**src/rtl/psum_wb_pkg.sv**
```systemverilog
// Shared types and sizes for the partial-sum writeback stage.
// Lane geometry, PMEM address width and the writeback FSM state encoding.
package psum_wb_pkg;
    localparam int COL     = 8;
    localparam int PSUM_BW = 16;
    localparam int ADDR_BW = 11;
    localparam int LANE_W  = PSUM_BW;
    localparam int VEC_BW  = COL * LANE_W;

    typedef enum logic [2:0] {
        ST_IDLE,
        ST_FETCH,
        ST_SUM,
        ST_WRITE,
        ST_FIN
    } state_t;
endpackage

```
**src/rtl/psum_lane_add.sv**
```systemverilog
// One signed lane adder; PSUM_SAT_EN selects clamping instead of wraparound.
// Purely combinational; the caller registers the result.
module psum_lane_add
    import psum_wb_pkg::*;
(
    input  logic [LANE_W-1:0] i_a,
    input  logic [LANE_W-1:0] i_b,
    output logic [LANE_W-1:0] o_sum
);
`ifdef PSUM_SAT_EN
    localparam logic [LANE_W-1:0] MAXV = {1'b0, {(LANE_W-1){1'b1}}};
    localparam logic [LANE_W-1:0] MINV = {1'b1, {(LANE_W-1){1'b0}}};
    logic [LANE_W:0] w_full;

    always_comb begin
        w_full = {i_a[LANE_W-1], i_a} + {i_b[LANE_W-1], i_b};
        // Top two bits disagree only on overflow; the top bit is the true sign.
        if (w_full[LANE_W] != w_full[LANE_W-1])
            o_sum = w_full[LANE_W] ? MINV : MAXV;
        else
            o_sum = w_full[LANE_W-1:0];
    end
`else
    assign o_sum = i_a + i_b;
`endif
endmodule

```
**src/rtl/psum_writeback.sv**
```systemverilog
// Drains OFIFO vectors into PMEM at consecutive addresses, optionally read-add-write.
// Optional lane saturation in accumulate mode is enabled by defining PSUM_SAT_EN.
module psum_writeback
    import psum_wb_pkg::*;
(
    input  logic               i_clk,
    input  logic               i_rst_n,
    input  logic               i_start,
    input  logic               i_acc,
    input  logic [ADDR_BW-1:0] i_base_addr,
    input  logic [ADDR_BW:0]   i_count,
    input  logic               i_ofifo_valid,
    input  logic [VEC_BW-1:0]  i_ofifo_out,
    output logic               o_ofifo_rd,
    input  logic [VEC_BW-1:0]  i_pmem_q,
    output logic               o_pmem_cen,
    output logic               o_pmem_wen,
    output logic [ADDR_BW-1:0] o_pmem_addr,
    output logic [VEC_BW-1:0]  o_pmem_d,
    output logic               o_busy,
    output logic               o_done
);
    state_t             r_state;
    logic               r_acc;
    logic [ADDR_BW-1:0] r_addr;
    logic [ADDR_BW:0]   r_left;
    logic [VEC_BW-1:0]  r_vec;
    logic [VEC_BW-1:0]  w_sum;
    logic               w_pop;

    genvar g;
    generate
        for (g = 0; g < COL; g++) begin : g_lane
            psum_lane_add u_add (
                .i_a   (r_vec[g*LANE_W +: LANE_W]),
                .i_b   (i_pmem_q[g*LANE_W +: LANE_W]),
                .o_sum (w_sum[g*LANE_W +: LANE_W])
            );
        end
    endgenerate

    // The pop must follow ofifo_valid in the same cycle, so it is decoded from state.
    assign w_pop       = (r_state == ST_FETCH) && i_ofifo_valid;
    assign o_ofifo_rd  = w_pop;
    assign o_pmem_cen  = !((w_pop && r_acc) || (r_state == ST_WRITE));
    assign o_pmem_wen  = (r_state != ST_WRITE);
    assign o_pmem_addr = r_addr;
    assign o_pmem_d    = r_vec;
    assign o_busy      = (r_state != ST_IDLE);
    assign o_done      = (r_state == ST_FIN);

    always_ff @(posedge i_clk or negedge i_rst_n) begin
        if (!i_rst_n) begin
            r_state <= ST_IDLE;
            r_acc   <= 1'b0;
            r_addr  <= '0;
            r_left  <= '0;
            r_vec   <= '0;
        end else begin
            case (r_state)
                ST_IDLE: begin
                    if (i_start) begin
                        r_acc   <= i_acc;
                        r_addr  <= i_base_addr;
                        r_left  <= i_count;
                        r_state <= (i_count == '0) ? ST_FIN : ST_FETCH;
                    end
                end
                ST_FETCH: begin
                    if (i_ofifo_valid) begin
                        r_vec   <= i_ofifo_out;
                        r_state <= r_acc ? ST_SUM : ST_WRITE;
                    end
                end
                ST_SUM: begin
                    r_vec   <= w_sum;
                    r_state <= ST_WRITE;
                end
                ST_WRITE: begin
                    r_addr  <= r_addr + 1'b1;
                    r_left  <= r_left - 1'b1;
                    r_state <= (r_left == (ADDR_BW+1)'(1)) ? ST_FIN : ST_FETCH;
                end
                ST_FIN: r_state <= ST_IDLE;
                default: r_state <= ST_IDLE;
            endcase
        end
    end
endmodule

```
**config.mk**
```make
export PLATFORM = sky130hd
export DESIGN_NAME = psum_writeback
export DESIGN_NICKNAME = d
export VERILOG_FILES = /design/src/rtl/psum_wb_pkg.sv /design/src/rtl/psum_lane_add.sv /design/src/rtl/psum_writeback.sv
export SDC_FILE = /design/constraint.sdc
export NUM_CORES = 1
export LEC_CHECK = 0
export ABC_AREA = 1
export CORE_MARGIN = 2
export CORE_UTILIZATION = 25
export CTS_BUF_LIST = sky130_fd_sc_hd__clkbuf_8
export DETAILED_ROUTE_END_ITERATION = 10
export PLACE_DENSITY = 0.59
export RECOVER_POWER = 25
export REMOVE_ABC_BUFFERS = 1
export SYNTH_ARGS = -nofsm -noshare
export SYNTH_HDL_FRONTEND = slang
export SYNTH_SLANG_ARGS = --single-unit
```
**constraint.sdc**
```tcl
create_clock -name i_clk -period 1.8 [get_ports i_clk]
set_input_delay 0.54 -clock i_clk [delete_from_list [all_inputs] [get_ports i_clk]]
set_output_delay 0.54 -clock i_clk [all_outputs]
set_load 0.02 [all_outputs]
```
### After elaboration in Yosys (flattened, before gate mapping)

Cells that the tools add are included.

* output and inout bits: 144
* register bits after elaboration: 155
* word-level logic and storage cells: 48
* bits of input ports: 284

* add/subtract/negate cells: 10
* muxes and demuxes: 12
* equality and inequality tests: 8
* reduce and logical (&&, ||, !) cells: 13

Operators with widths (number)
* $pmux W128 S2: 1
* $add A16 B16 Y16: 8
* $mux W128: 1
* $pmux W12 S2: 1
* $pmux W11 S2: 1
* $eq A12 B1 Y1 const B: 1
* $logic_not A12 Y1: 1
* $mux W12: 1
* $mux W3: 4
* $pmux W3 S4: 1
* $sub A12 B1 Y12 const B: 1
* $add A11 B1 Y11 const B: 1
* $mux W11: 1
* $reduce_and A2 Y1: 4
* $eq A3 B2 Y1 const B: 2
* $ne A2 B2 Y1 const B: 2
* $reduce_bool A2 Y1: 2
* $eq A3 B1 Y1 const B: 1
* $eq A3 B3 Y1 const B: 1
* $logic_not A3 Y1: 1
* $ne A3 B2 Y1 const B: 1
* $reduce_bool A3 Y1: 1
* $logic_and A1 B1 Y1: 2
* $logic_not A1 Y1: 1
* 2 further kinds: 2

### Logic depth before layout (Yosys ltp)

* depth after elaboration: 5
* mapped depth: 12
* mapped depth without buffers: 12

### Hierarchy

From an unflattened synthesis, not the netlist that was laid out.

* cell total of the unflattened synthesis: 2381
* area, all modules: 14973.1 um^2

Modules (own cells, without submodules)
* psum_writeback: cells each 971, times used 1, sequential area each 3878.7 um^2, area each 7543.5 um^2
* psum_lane_add at g_lane[1].u_add ...: cells each 176, times used 6, sequential area each 0.0 um^2, area each 930.9 um^2
* psum_lane_add at g_lane[0].u_add: cells each 179, times used 1, sequential area each 0.0 um^2, area each 929.6 um^2
* psum_lane_add at g_lane[7].u_add: cells each 175, times used 1, sequential area each 0.0 um^2, area each 914.6 um^2

### Worst setup path after synthesis

Ideal clock, no wire load.

* path kind: input port to flip-flop
* start: in i_pmem_q[64]
* end: reg r_vec[72] (netlist: o_pmem_d[72])
* cell stages on the path: 8
* data required time: 1664 ps
* path slack: -115 ps
* setup time: 136 ps
* arrival: 1779 ps
* cells stage by stage: ha_1 -> fa_1 -> nand2_1 -> nand2_1 -> and2_1 -> a21oi_1 -> xor2_1 -> o21ai_0

* cells in the longest elaborated chain, start to end: 2

Ends and longest elaborated chain
* start, declared: RTL line psum_writeback.sv:15 `input logic [VEC_BW-1:0] i_pmem_q,`
* $add A16 B16 Y16: RTL line psum_lane_add.sv:24 `assign o_sum = i_a + i_b;`
* $pmux W128 S2: RTL line psum_writeback.sv:60 `case (r_state)`
* end signal, assigned: RTL line psum_writeback.sv:71 `r_vec <= i_ofifo_out;`
* end signal, assigned: RTL line psum_writeback.sv:76 `r_vec <= w_sum;`
* end, declared: RTL line psum_writeback.sv:27 `logic [VEC_BW-1:0] r_vec;`

Every way passes these cells.
A chain may end at the register's enable or synchronous reset.

### Final worst setup path

* start: reg r_state[2]
* end: out o_pmem_cen

* cells in the longest elaborated chain, start to end: 5
* elaborated cells on any way between the ends: 6

Ends and longest elaborated chain
* start, declared: RTL line psum_writeback.sv:23 `state_t r_state;`
* start signal, assigned: RTL line psum_writeback.sv:66 `r_state <= (i_count == '0) ? ST_FIN : ST_FETCH;`
* start signal, assigned: RTL line psum_writeback.sv:72 `r_state <= r_acc ? ST_SUM : ST_WRITE;`
* start signal, assigned: RTL line psum_writeback.sv:82 `r_state <= (r_left == (ADDR_BW+1)'(1)) ? ST_FIN : ST_FETCH;`
* $eq A3 B1 Y1: RTL line psum_writeback.sv:43 `assign w_pop = (r_state == ST_FETCH) && i_ofifo_valid;`
* $logic_and A1 B1 Y1: RTL line psum_writeback.sv:43
* $logic_and A1 B1 Y1: RTL line psum_writeback.sv:45 `assign o_pmem_cen = !((w_pop && r_acc) || (r_state == ST_WRITE));`
* $logic_or A1 B1 Y1 (*): RTL line psum_writeback.sv:45
* $logic_not A1 Y1 (*): RTL line psum_writeback.sv:45
* end, declared: RTL line psum_writeback.sv:16 `output logic o_pmem_cen,`

Every way passes the cells marked *; elsewhere a longest branch is shown, timed or not.

==> results.tsv <==
stage	metric	value	unit
status	status	complete, but fails checks	
status	violated checks	setup timing	
detailed_routing	DR pass1 iterations	5	
synthesis	Synth warnings	0	
grt	vias in the first global route	16789	
grt	Total GRT Usage	19.43	%
grt	initial antenna violation count	13	
grt	GR peak layer	met2	
grt	met1 GRT Util	25.26	%
synthesis	mapped cell area	14740	µm²
placement	Detail Placement HPWL	45730	µm
detailed_routing	final wirelength	65000	µm
detailed_routing	Routed Antenna Nets	0	
grt	first-pass GRT wire length	91510	µm
grt	GR Layer Usage met3	4.092	%
synthesis	Cells after Synth	2430	
die	I/O Pins	428	
pwr	VDD IR max	849.1	µV
worst_setup_path	crit-path cells	nor2_4 -> nand2_1 -> buf_6 -> nand2_1 -> inv_1 -> buf_6	
run	Max Cap Viol	0	
detailed_routing	average wire per standard cell	16.30	µm
worst_setup_path	slowest cell on the critical path	dfrtp_1	
synthesis	post-synthesis sequential area ratio	26.31	%
worst_hold_path	worst hold path depth	2	
worst_setup_path	Worst Path Class, Setup	flip-flop to output port	
die	core area	58690	µm²
timing	RSZ-0062 raised after global routing	yes	
timing	final setup TNS	-3.157	ns
timing	endpoints failing hold	0	
timing	min cycle time layout	2.253	ns
cells_and_area	Nets	3611	
placement	input/output buffers	427	
synthesis	number of flops mapped to enable cells by yosys	0	
cells_and_area	Final Instance Area	25030	µm²
timing	Clock Skew	0.02685	ns
placement	dpl cells	3802	
detailed_routing	DRC	0	
synthesis	flops & latches, synth	155	
clock_tree	clk_lat worst skew	0.59	ns
worst_setup_path	CP max FO	14	
worst_setup_path	Crit. End Element	output port	
worst_setup_path	FF-to-FF path depth	13	
die	die area	60930	µm²
cells_and_area	non-filler cells in the finished layout	3989	
synthesis	post-synth top area share	26.31	%
cells_and_area	ratio of cells with drive above 1 in the final layout	26.86	%
clock_tree	clock-pin transition on the worst setup and hold timing paths	0.10	ns
detailed_routing	vias	17872	
timing	Tightest Pin Transition	1.393	ns
synthesis	synth top area cells	dfrtp_1, nand2_1, ha_1, inv_1, nor2_1	
pwr	power per cell area	1825	nW/µm²
timing	fmax	443.8	MHz
clock_tree	clock buffer count from CTS	17	
placement	Post-DP Area	21770	µm²
timing	worst rel slew slack	7.139	%
clock_tree	CTS sink cnt	155	
grt	largest net degree at the start of global routing	56	
detailed_routing	1st-iter DRT viols	921	
cells_and_area	area grow syn2layout	69.75	%
grt	aggregate global routing overflow	0	
die	Chip Width	246.9	µm
worst_setup_path	Crit path arrival time	1.71	ns
synthesis	largest area contributor in the netlist	dfrtp_1	
die	Chip Height	246.9	µm
die	Rows	89	
placement	worst slack, placed	-0.7333	ns
timing	final slew viol count	0	
timing	part of the cycle the worst path needs	125.2	%
synthesis	most numerous cell in the Yosys netlist	nand2_1	
synthesis	most frequently used flop master after synthesis	dfrtp_1	
die	initial core utilization	25.12	%
worst_setup_path	Critical Path Max Stage Delay	0.42	ns
worst_setup_path	Worst setup SP type	flip-flop	
worst_hold_path	HP Class	flip-flop to flip-flop	
clock_tree	H-tree lvl count	4	
detailed_routing	drt via density	4.480	
clock_tree	CTS tree	yes	
grt	GR Util met2	32.18	%
synthesis	async set-reset flop share out of synthesis	100.0	%
placement	GP Congestion	0.8915	
clock_tree	clock root buffer	clkbuf_8	
clock_tree	clk buf depth	2	
timing	final worst setup slack	-0.4535	ns
timing	final setup vio count	58	
worst_setup_path	WP data required	1.26	ns
synthesis	Synth cell types	38	
synthesis	top post-synthesis cells by count	nand2_1, inv_1, nor2_1	
synthesis	syn_area_per_cell	6.068	µm²
pwr	leakage power	12.78	nW
## final timing paths
kind	start	endpoint	slack, ns
hold / removal	r_left[9]$_DFFE_PN0P_	r_left[9]$_DFFE_PN0P_	0.49
setup / recovery	r_state[2]$_DFFE_PN0P_	o_pmem_cen	-0.45
setup reg to reg	r_state[2]$_DFFE_PN0P_	o_pmem_d[105]$_DFFE_PN0P_	-0.11
min in group asynchronous	i_rst_n	o_pmem_d[76]$_DFFE_PN0P_	0.80
max in group asynchronous	i_rst_n	o_pmem_d[113]$_DFFE_PN0P_	0.02
hold reg to reg	r_left[9]$_DFFE_PN0P_	r_left[9]$_DFFE_PN0P_	0.49
## placed cells by master (no fill, tap or decap), types with 82 or more instances in the layout
master           count
nand2_1            848
inv_1              314
buf_4              289
clkdlybuf4s50_1    280
nor2_1             248
dfrtp_1            152
nand3_1            148
buf_2              104
nand2_2             85
a21oi_1             82
## registers in the layout (all words and copies together) (netlist names)
register and cells:
o_pmem_addr 11, o_pmem_d 128, r_acc 1, r_left 12, r_state 3
## cells by family (layout without fill, tap and decap cells)
kind of cell,after synthesis,in the layout,share of synthesized area [%]
buf+inv,387,1166,10.29
other cells,0,7,0
flops,155,155,26.31
compound gates,220,220,7.952
simple gates,1477,1477,40.36
xor+xnor,60,60,3.564
fa+ha+maj,131,131,11.52
## where the power goes
part	total (mW)	internal (mW)	switching (mW)
Sequential	6.72	5.29	1.43
Combinational	35.7	16.6	19.2
Clock	3.21	1.42	1.79
## layout make-up
class,instances,area [µm²]
clock inverter,15,202.7
sequential,155,3882
tap,773,967.2
antenna,7,17.52
clock buffer,17,234.0
fill,6113,33660
inverter,324,1255
timing repair inverter,1,20.02
timing repair buffer,809,7662
multi-input combinational,1888,10790
## through the flow
step | hold WS [ns] | utilization [%] | power (mW)
after floorplan | 0.2444 | - | 22.78
final | 0.4943 | 42.65 | 45.68
after CTS | 0.3068 | 38.72 | 40.49
after global placement | 0.4109 | 37.09 | 35.63
after detailed placement | 0.4123 | 37.09 | 35.75
after global routing | 0.4905 | 42.64 | 49.78
## timing repair
| item | 4_1_cts | 5_1_grt |
|---|---|---|
| hold buffers | 1 | 0 |
| setup buffers | 79 | 49 |
| pin swaps | 18 | 74 |
| endpoints found under the hold margin | 14 | 0 |
| gates resized for setup | 728 | 305 |
| setup endpoints to repair | 189 | 143 |
| cloned | 4 | 24 |
## worst max-delay path, delay by kind of cell (launching register included)
kind / cells / cell delay (ns)
buf+inv: 3 / 0.38
flops: 1 / 0.42
simple gates: 3 / 0.34
## layer usage
metal	vias to the layer above	part of all wire [%]	routed length (µm)
met5	-	0.14	90
li1	9161	-	-
met3	92	5.8	3775
met2	434	47	30450
met4	12	2.5	1644
met1	8173	45	29050
(Power assumes the default switching activity.)
